**src/rtl/mux_pkg.sv**
```systemverilog
// Shared constants and types for the registered operand selector.
package mux_pkg;
  localparam int          MAX_MUX_IN      = 16;
  localparam logic [31:0] ILLEGAL_VAL_DEF = 32'h0;

  // Occupancy of the main + skid register pair.
  typedef enum logic [1:0] {ST_EMPTY, ST_ONE, ST_TWO} fill_e;
endpackage

```
**src/rtl/mux_sel_comb.sv**
```systemverilog
// Combinational NUM_IN:1 selector with range check; out-of-range sel yields ILLEGAL_VAL.
module mux_sel_comb
  import mux_pkg::*;
#(
  parameter int                WIDTH       = 32,
  parameter int                NUM_IN      = 3,
  parameter int                SEL_W       = 2,
  parameter logic [WIDTH-1:0]  ILLEGAL_VAL = WIDTH'(ILLEGAL_VAL_DEF)
) (
  input  logic [NUM_IN*WIDTH-1:0] in_data,
  input  logic [SEL_W-1:0]        sel,
  output logic [WIDTH-1:0]        data,
  output logic                    illegal
);
  localparam int N_EFF = (NUM_IN > MAX_MUX_IN) ? MAX_MUX_IN : NUM_IN;

  always_comb begin
    data    = ILLEGAL_VAL;
    illegal = 1'b1;
    for (int k = 0; k < N_EFF; k++) begin
      if (32'(sel) == 32'(k)) begin
        data    = in_data[k*WIDTH +: WIDTH];
        illegal = 1'b0;
      end
    end
  end
endmodule

```
**src/rtl/mux_sel_pipe.sv**
```systemverilog
// Registered operand selector with valid/ready handshake, 2-entry skid buffer,
// per-beat illegal-select flag and sticky error.
module mux_sel_pipe
  import mux_pkg::*;
#(
  parameter int                WIDTH       = 32,
  parameter int                NUM_IN      = 3,
  parameter int                SEL_W       = 2,
  parameter logic [WIDTH-1:0]  ILLEGAL_VAL = WIDTH'(ILLEGAL_VAL_DEF)
) (
  input  logic                    clk,
  input  logic                    reset_n,
  input  logic [NUM_IN*WIDTH-1:0] in_data,
  input  logic [SEL_W-1:0]        sel,
  input  logic                    in_valid,
  output logic                    in_ready,
  output logic [WIDTH-1:0]        out_data,
  output logic                    out_err,
  output logic                    out_valid,
  input  logic                    out_ready,
  output logic                    err_sticky,
  input  logic                    err_clr
);
  fill_e            state, state_nxt;
  logic [WIDTH-1:0] main_data, skid_data, sel_data;
  logic             main_err, skid_err, sel_ill;
  logic             in_ready_q;
  logic             acc, drain;
  logic             load_main_in, load_main_skid, load_skid;

  mux_sel_comb #(
    .WIDTH      (WIDTH),
    .NUM_IN     (NUM_IN),
    .SEL_W      (SEL_W),
    .ILLEGAL_VAL(ILLEGAL_VAL)
  ) u_sel (
    .in_data (in_data),
    .sel     (sel),
    .data    (sel_data),
    .illegal (sel_ill)
  );

  assign out_valid = (state != ST_EMPTY);
  assign in_ready  = in_ready_q;
  assign out_data  = main_data;
  assign out_err   = main_err;
  assign acc       = in_valid & in_ready_q;
  assign drain     = out_valid & out_ready;

  always_comb begin
    state_nxt      = state;
    load_main_in   = 1'b0;
    load_main_skid = 1'b0;
    load_skid      = 1'b0;
    unique case (state)
      ST_EMPTY: if (acc) begin
        state_nxt    = ST_ONE;
        load_main_in = 1'b1;
      end
      ST_ONE: begin
        if (acc && drain) load_main_in = 1'b1;
        else if (acc) begin
          state_nxt = ST_TWO;
          load_skid = 1'b1;
        end else if (drain) state_nxt = ST_EMPTY;
      end
      ST_TWO: if (drain) begin
        state_nxt      = ST_ONE;
        load_main_skid = 1'b1;
      end
      default: state_nxt = ST_EMPTY;
    endcase
  end

  // in_ready is precomputed from next occupancy so it never sees out_ready combinationally.
  always_ff @(posedge clk) begin
    if (!reset_n) begin
      state      <= ST_EMPTY;
      in_ready_q <= 1'b1;
      main_data  <= '0;
      main_err   <= 1'b0;
      skid_data  <= '0;
      skid_err   <= 1'b0;
      err_sticky <= 1'b0;
    end else begin
      state      <= state_nxt;
      in_ready_q <= (state_nxt != ST_TWO);
      if (load_main_in) begin
        main_data <= sel_data;
        main_err  <= sel_ill;
      end else if (load_main_skid) begin
        main_data <= skid_data;
        main_err  <= skid_err;
      end
      if (load_skid) begin
        skid_data <= sel_data;
        skid_err  <= sel_ill;
      end
      if (acc && sel_ill) err_sticky <= 1'b1;
      else if (err_clr)   err_sticky <= 1'b0;
    end
  end
endmodule

```
**config.mk**
```make
export PLATFORM = sky130hd
export DESIGN_NAME = mux_sel_pipe
export DESIGN_NICKNAME = d
export VERILOG_FILES = /design/src/rtl/mux_pkg.sv /design/src/rtl/mux_sel_comb.sv /design/src/rtl/mux_sel_pipe.sv
export SDC_FILE = /design/constraint.sdc
export NUM_CORES = 1
export LEC_CHECK = 0
export BUFFER_PORTS_ARGS = -buffer_cell sky130_fd_sc_hd__buf_2
export CAP_MARGIN = 20
export CORE_UTILIZATION = 44
export DETAILED_ROUTE_END_ITERATION = 10
export PLACE_DENSITY = 0.73
export SYNTH_ARGS = -nofsm -noshare
export SYNTH_HDL_FRONTEND = slang
export SYNTH_HIERARCHICAL = 1
export SYNTH_SLANG_ARGS = --single-unit
```
**constraint.sdc**
```tcl
create_clock -name clk -period 1.7 [get_ports clk]
set_input_delay 0.34 -clock clk [delete_from_list [all_inputs] [get_ports clk]]
set_output_delay 0.34 -clock clk [all_outputs]
set_load 0.01 [all_outputs]
```
# Word-level counts from Yosys, hierarchy flattened
# Index checks and enable logic that the tools add are counted.
[word_totals]
register_bits = 70
word_cells = 46
[op_classes]
n_eq_ne = 5
n_mux = 25
bitwise = 2
reduce_logical = 7
[op_table]
columns = ["operator", "n"]
rows = [
  ["32-bit 2-to-1 mux", 5],
  ["1-bit 2-to-1 mux", 13],
  ["2-bit 2-to-1 mux", 5],
  ["2-bit one-hot mux with 3 select lines", 1],
  ["2-bit nonzero test", 3],
  ["2-bit by 1-bit equality test with 1-bit output (second input constant)", 2],
  ["2-bit equality test (second input constant)", 2],
  ["2-bit logical NOT", 2],
  ["1-bit AND", 2],
  ["1-bit logical AND", 2],
  ["2-bit != test (second input constant)", 1],
  ["1-bit one-hot mux with 2 select lines", 1],
]

# Longest topological paths before layout
[logic_depth]
ltp_word = 7
mapped_depth = 7
ltp_nobuf = 4

# Cells and area by module
# Netlist, hierarchy kept.
[modules_own_cells]
columns = ["module", "instances", "cells_per_inst", "area_per_inst_um2", "seq_area_each_um2"]
rows = [
  ["mux_sel_pipe", 1, 349, 2801.4, 1401.3],
  ["mux_sel_comb", 1, 78, 947.2, 0.0],
]

# Least setup slack after synthesis
# OpenSTA, ideal clock, no wires.
[synth_path]
kind = "input -> register"
startpoint = "in sel[1]"
endpoint = "reg main_data[12] (netlist: out_data[12])"
setup_time_ps = 125
arrival_ps = 1153
required_ps = 1575
slack_ps = 422
stages = 7
path_cell_list = "buf_4 nor2b_4 buf_6 buf_12 o2bb2ai_2 o21ai_0 a31oi_1"
[synth_between]
elab_chain_cells = 5
word_cells_on_any_way = 7
[synth_rtl]
columns = ["element", "line_no", "source"]
rows = [
  ["start, declared", "mux_sel_pipe.sv:14", "input logic [SEL_W-1:0] sel,"],
  ["2-bit logical NOT", "mux_sel_comb.sv:21", "if (32'(sel) == 32'(k)) begin"],
  ["32-bit 2-to-1 mux (2 in a row)", "mux_sel_comb.sv:21", ""],
  ["32-bit 2-to-1 mux (*)", "mux_sel_comb.sv:21", ""],
  ["net sel_data[12]", "mux_sel_pipe.sv:25", "logic [WIDTH-1:0] main_data, skid_data, sel_data;"],
  ["32-bit 2-to-1 mux (*)", "mux_sel_pipe.sv:88", "if (load_main_in) begin"],
  ["end signal, assigned", "mux_sel_pipe.sv:89", "main_data <= sel_data;"],
  ["end signal, assigned", "mux_sel_pipe.sv:92", "main_data <= skid_data;"],
  ["end, declared", "mux_sel_pipe.sv:25", ""],
]
# Mark *: on every way through the listed nets, which the timed path passes. The rest lies on a longest branch.
# A chain may end at the register's enable or synchronous reset.

# Final worst setup path
[layout_path]
startpoint = "reg state[0]"
endpoint = "out out_valid"
[layout_between]
elab_chain_cells = 1
[layout_rtl]
columns = ["element", "line_no", "source"]
rows = [
  ["start, declared", "mux_sel_pipe.sv:24", "fill_e state, state_nxt;"],
  ["start signal, assigned", "mux_sel_pipe.sv:86", "state <= state_nxt;"],
  ["2-bit nonzero test", "mux_sel_pipe.sv:43", "assign out_valid = (state != ST_EMPTY);"],
  ["end, declared", "mux_sel_pipe.sv:19", "output logic out_valid,"],
]
# No other way between the ends.

==> run metrics <==
post-layout util=0.573; antenna viol nets, final=0; clk sink count=70; Final #Nets=approximately 660; GPL Wtd Cong=0.793; vias per cell=~5.3; DR DRC count=0; die extent in x=94.3 um; period utilisation layout=0.863; DRT iter0 DRCs=121; Longest Clk Path Bufs=2; Max stage delay on crit path=about 0.34 ns; worst-path fanout max=5; Total GRT Usage=0.223; TritonCTS clock tree=yes; CTS root buf=clkbuf_8; post-synth top area share=0.374; Starting Density=0.456; crit path kind=reg2out; CTS resizes=0; post-layout min period=1.47 ns; full die area=between 8000 and 9000 sq um; DR pass1 iterations=4; H-tree depth=3; vias in the first global route=between 3000 and 4000; Peak Freq=0.681 GHz; Die Ht=roughly 94 um; Final Hold Vio Count=0; RSZ-0062 raised after global routing=false; post-detail-place hpwl=between 6000 and 7000 um; Synth area leader=dfxtp_1; type of origin of the critical path=flop; IO Count=~140; Finish-stage setup viols=0; Worst EP arrival=1.13 ns; Fin Setup TNS=0 ns; mean post-synth cell area=around 9 sq um; via count=~3500; Layout area overhead=25.6%; fin. max-slew vios=0; Max-Cap Viols=0; VDD IR max=approximately 0.00041 V; commonest non-fill, non-tap cell in the layout=buf_2; Yosys cell types=28; Mapped Cells=~430; Synthesis Warnings=6; CORE AREA=8220 sq um; Worst Skew=roughly 0.011 ns; Worst setup EP type=output pin; maximum number of pins on one net before global-route repair=slightly above 40; Routed WL=9530 um; Setup Fix Bufs, Post-CTS=0; initial antenna violation count=0; Bufs and invs on worst path=1; outcome=completed; Clk Latency, worst-skew pair=about 0.34 ns; Num CTS Buffers=9; Seq/Total Area, Yosys=0.374; max_slew headroom=0.763; Synth Register Bits=70; hold-fix buffers at CTS=0; mapped cell area=between 3000 and 4000 sq um; most frequent cells in the layout=138 x buf_2, 134 x nand2_1, 70 x dfxtp_1; power density over cell area=869 nW/um^2; Congestion Overflow GR=0; Worst-Margin Slew=roughly 0.35 ns; syn_nets=530; Critical Path RT=around 1.4 ns; family with the most delay on the worst path=flip-flops; critical path's slowest cell=dfxtp_1; num rows=33; clock-pin slew on the worst setup and hold paths=about 0.080 ns; Port Buffer Count=138; Synth area leaders=dfxtp_1 37%, nand2_1 13%, o2bb2ai_2 12%, mux2i_1 9.1%, a21boi_1 6.0%; n_diodes=0; PnR Total Power=between 4 and 5 mW; global-route wire length before repair=around 15000 um; Leakage Power=between 1.5 and 2 nW; Critical Path, Cell by Cell=or2_2 -> buf_2; Hold Path Class=in2reg; DR WL/cell=14.4 um; ratio of cells with drive above 1 in the final layout=0.364
through the flow:
stage | setup WS, ns | std cells | hold slack (ns) | area [sq um]
after floorplan | 0.422 | 427 | 0.435 | 3750
after global placement | 0.266 | 646 | 0.440 | 4480
after detailed placement | 0.230 | 646 | 0.445 | 4480
after CTS | 0.210 | 662 | 0.264 | 4710
after global routing | 0.167 | 662 | 0.277 | 4710
final | 0.232 | 662 | 0.271 | 4710
layout make-up:
type | instances | area (sq um)
inverters | 2 | 7.51
clock buffers | 11 | 151
flip-flops and latches | 70 | 1400
multi-input cells | 315 | 2050
repair buffers | 154 | 886
well taps | 105 | 131
clock inverters | 5 | 81.3
fillers | 774 | 3510
Yosys cell counts, drive strengths merged:
cell,number
mux2i,34
inv,2
buf,30
nand2,134
and3b,1
or2,1
clkbuf,10
nand3,2
nor2b,2
o2bb2ai,32
dfxtp,70
nand2b,1
a31oi,33
and3,1
o22ai,1
a21boi,34
and2,3
o21ai,34
or3b,1
a21oi,1
sequential cells by signal (all words and copies together) (netlist names):
| name | cells |
|---|---|
| skid_err | 1 |
| err_sticky | 1 |
| out_err | 1 |
| skid_data | 32 |
| state | 2 |
| in_ready | 1 |
| out_data | 32 |
worst min-delay path, delay by kind of cell:
family	cells	cell delay [ns]
simple gates	1	0.08
buf+inv	1	0.07
compound gates	1	0.07
routing by layer:
layer	up-vias	GRT usage	share of wire
li1	1745	-	-
met1	1648	0.257	0.43
met2	122	0.399	0.49
met3	14	0.0599	0.068
met4	0	0.0705	0.014
met5	-	0	0
final timing paths:
check,startpoint,to,slack (ns),cells after the start
max reg2reg,state[1],skid_data[31],0.27,5
min reg2reg,skid_data[13],skid_data[13],0.45,2
min,err_clr,err_sticky,0.27,3
max,state[0],out_valid,0.23,2
where the power goes:
group / internal (mW) / switching, mW / leakage, nW / total [mW]
combinational: 0.355 / 0.405 / 1.31 / 0.760
clock: 0.906 / 0.640 / 0.116 / 1.55
sequential: 1.74 / 0.0515 / 0.573 / 1.79
cell families (layout without fill, tap and decap cells):
family / after synthesis / in the layout / synth area share
flip-flops: 70 / 70 / 0.374
AND/OR/NAND/NOR: 146 / 146 / 0.157
AO/OA/AOI/OAI: 135 / 135 / 0.297
multiplexers: 34 / 34 / 0.0908
buffers and inverters: 42 / 172 / 0.0811
Power figures use the tool's default switching activity.
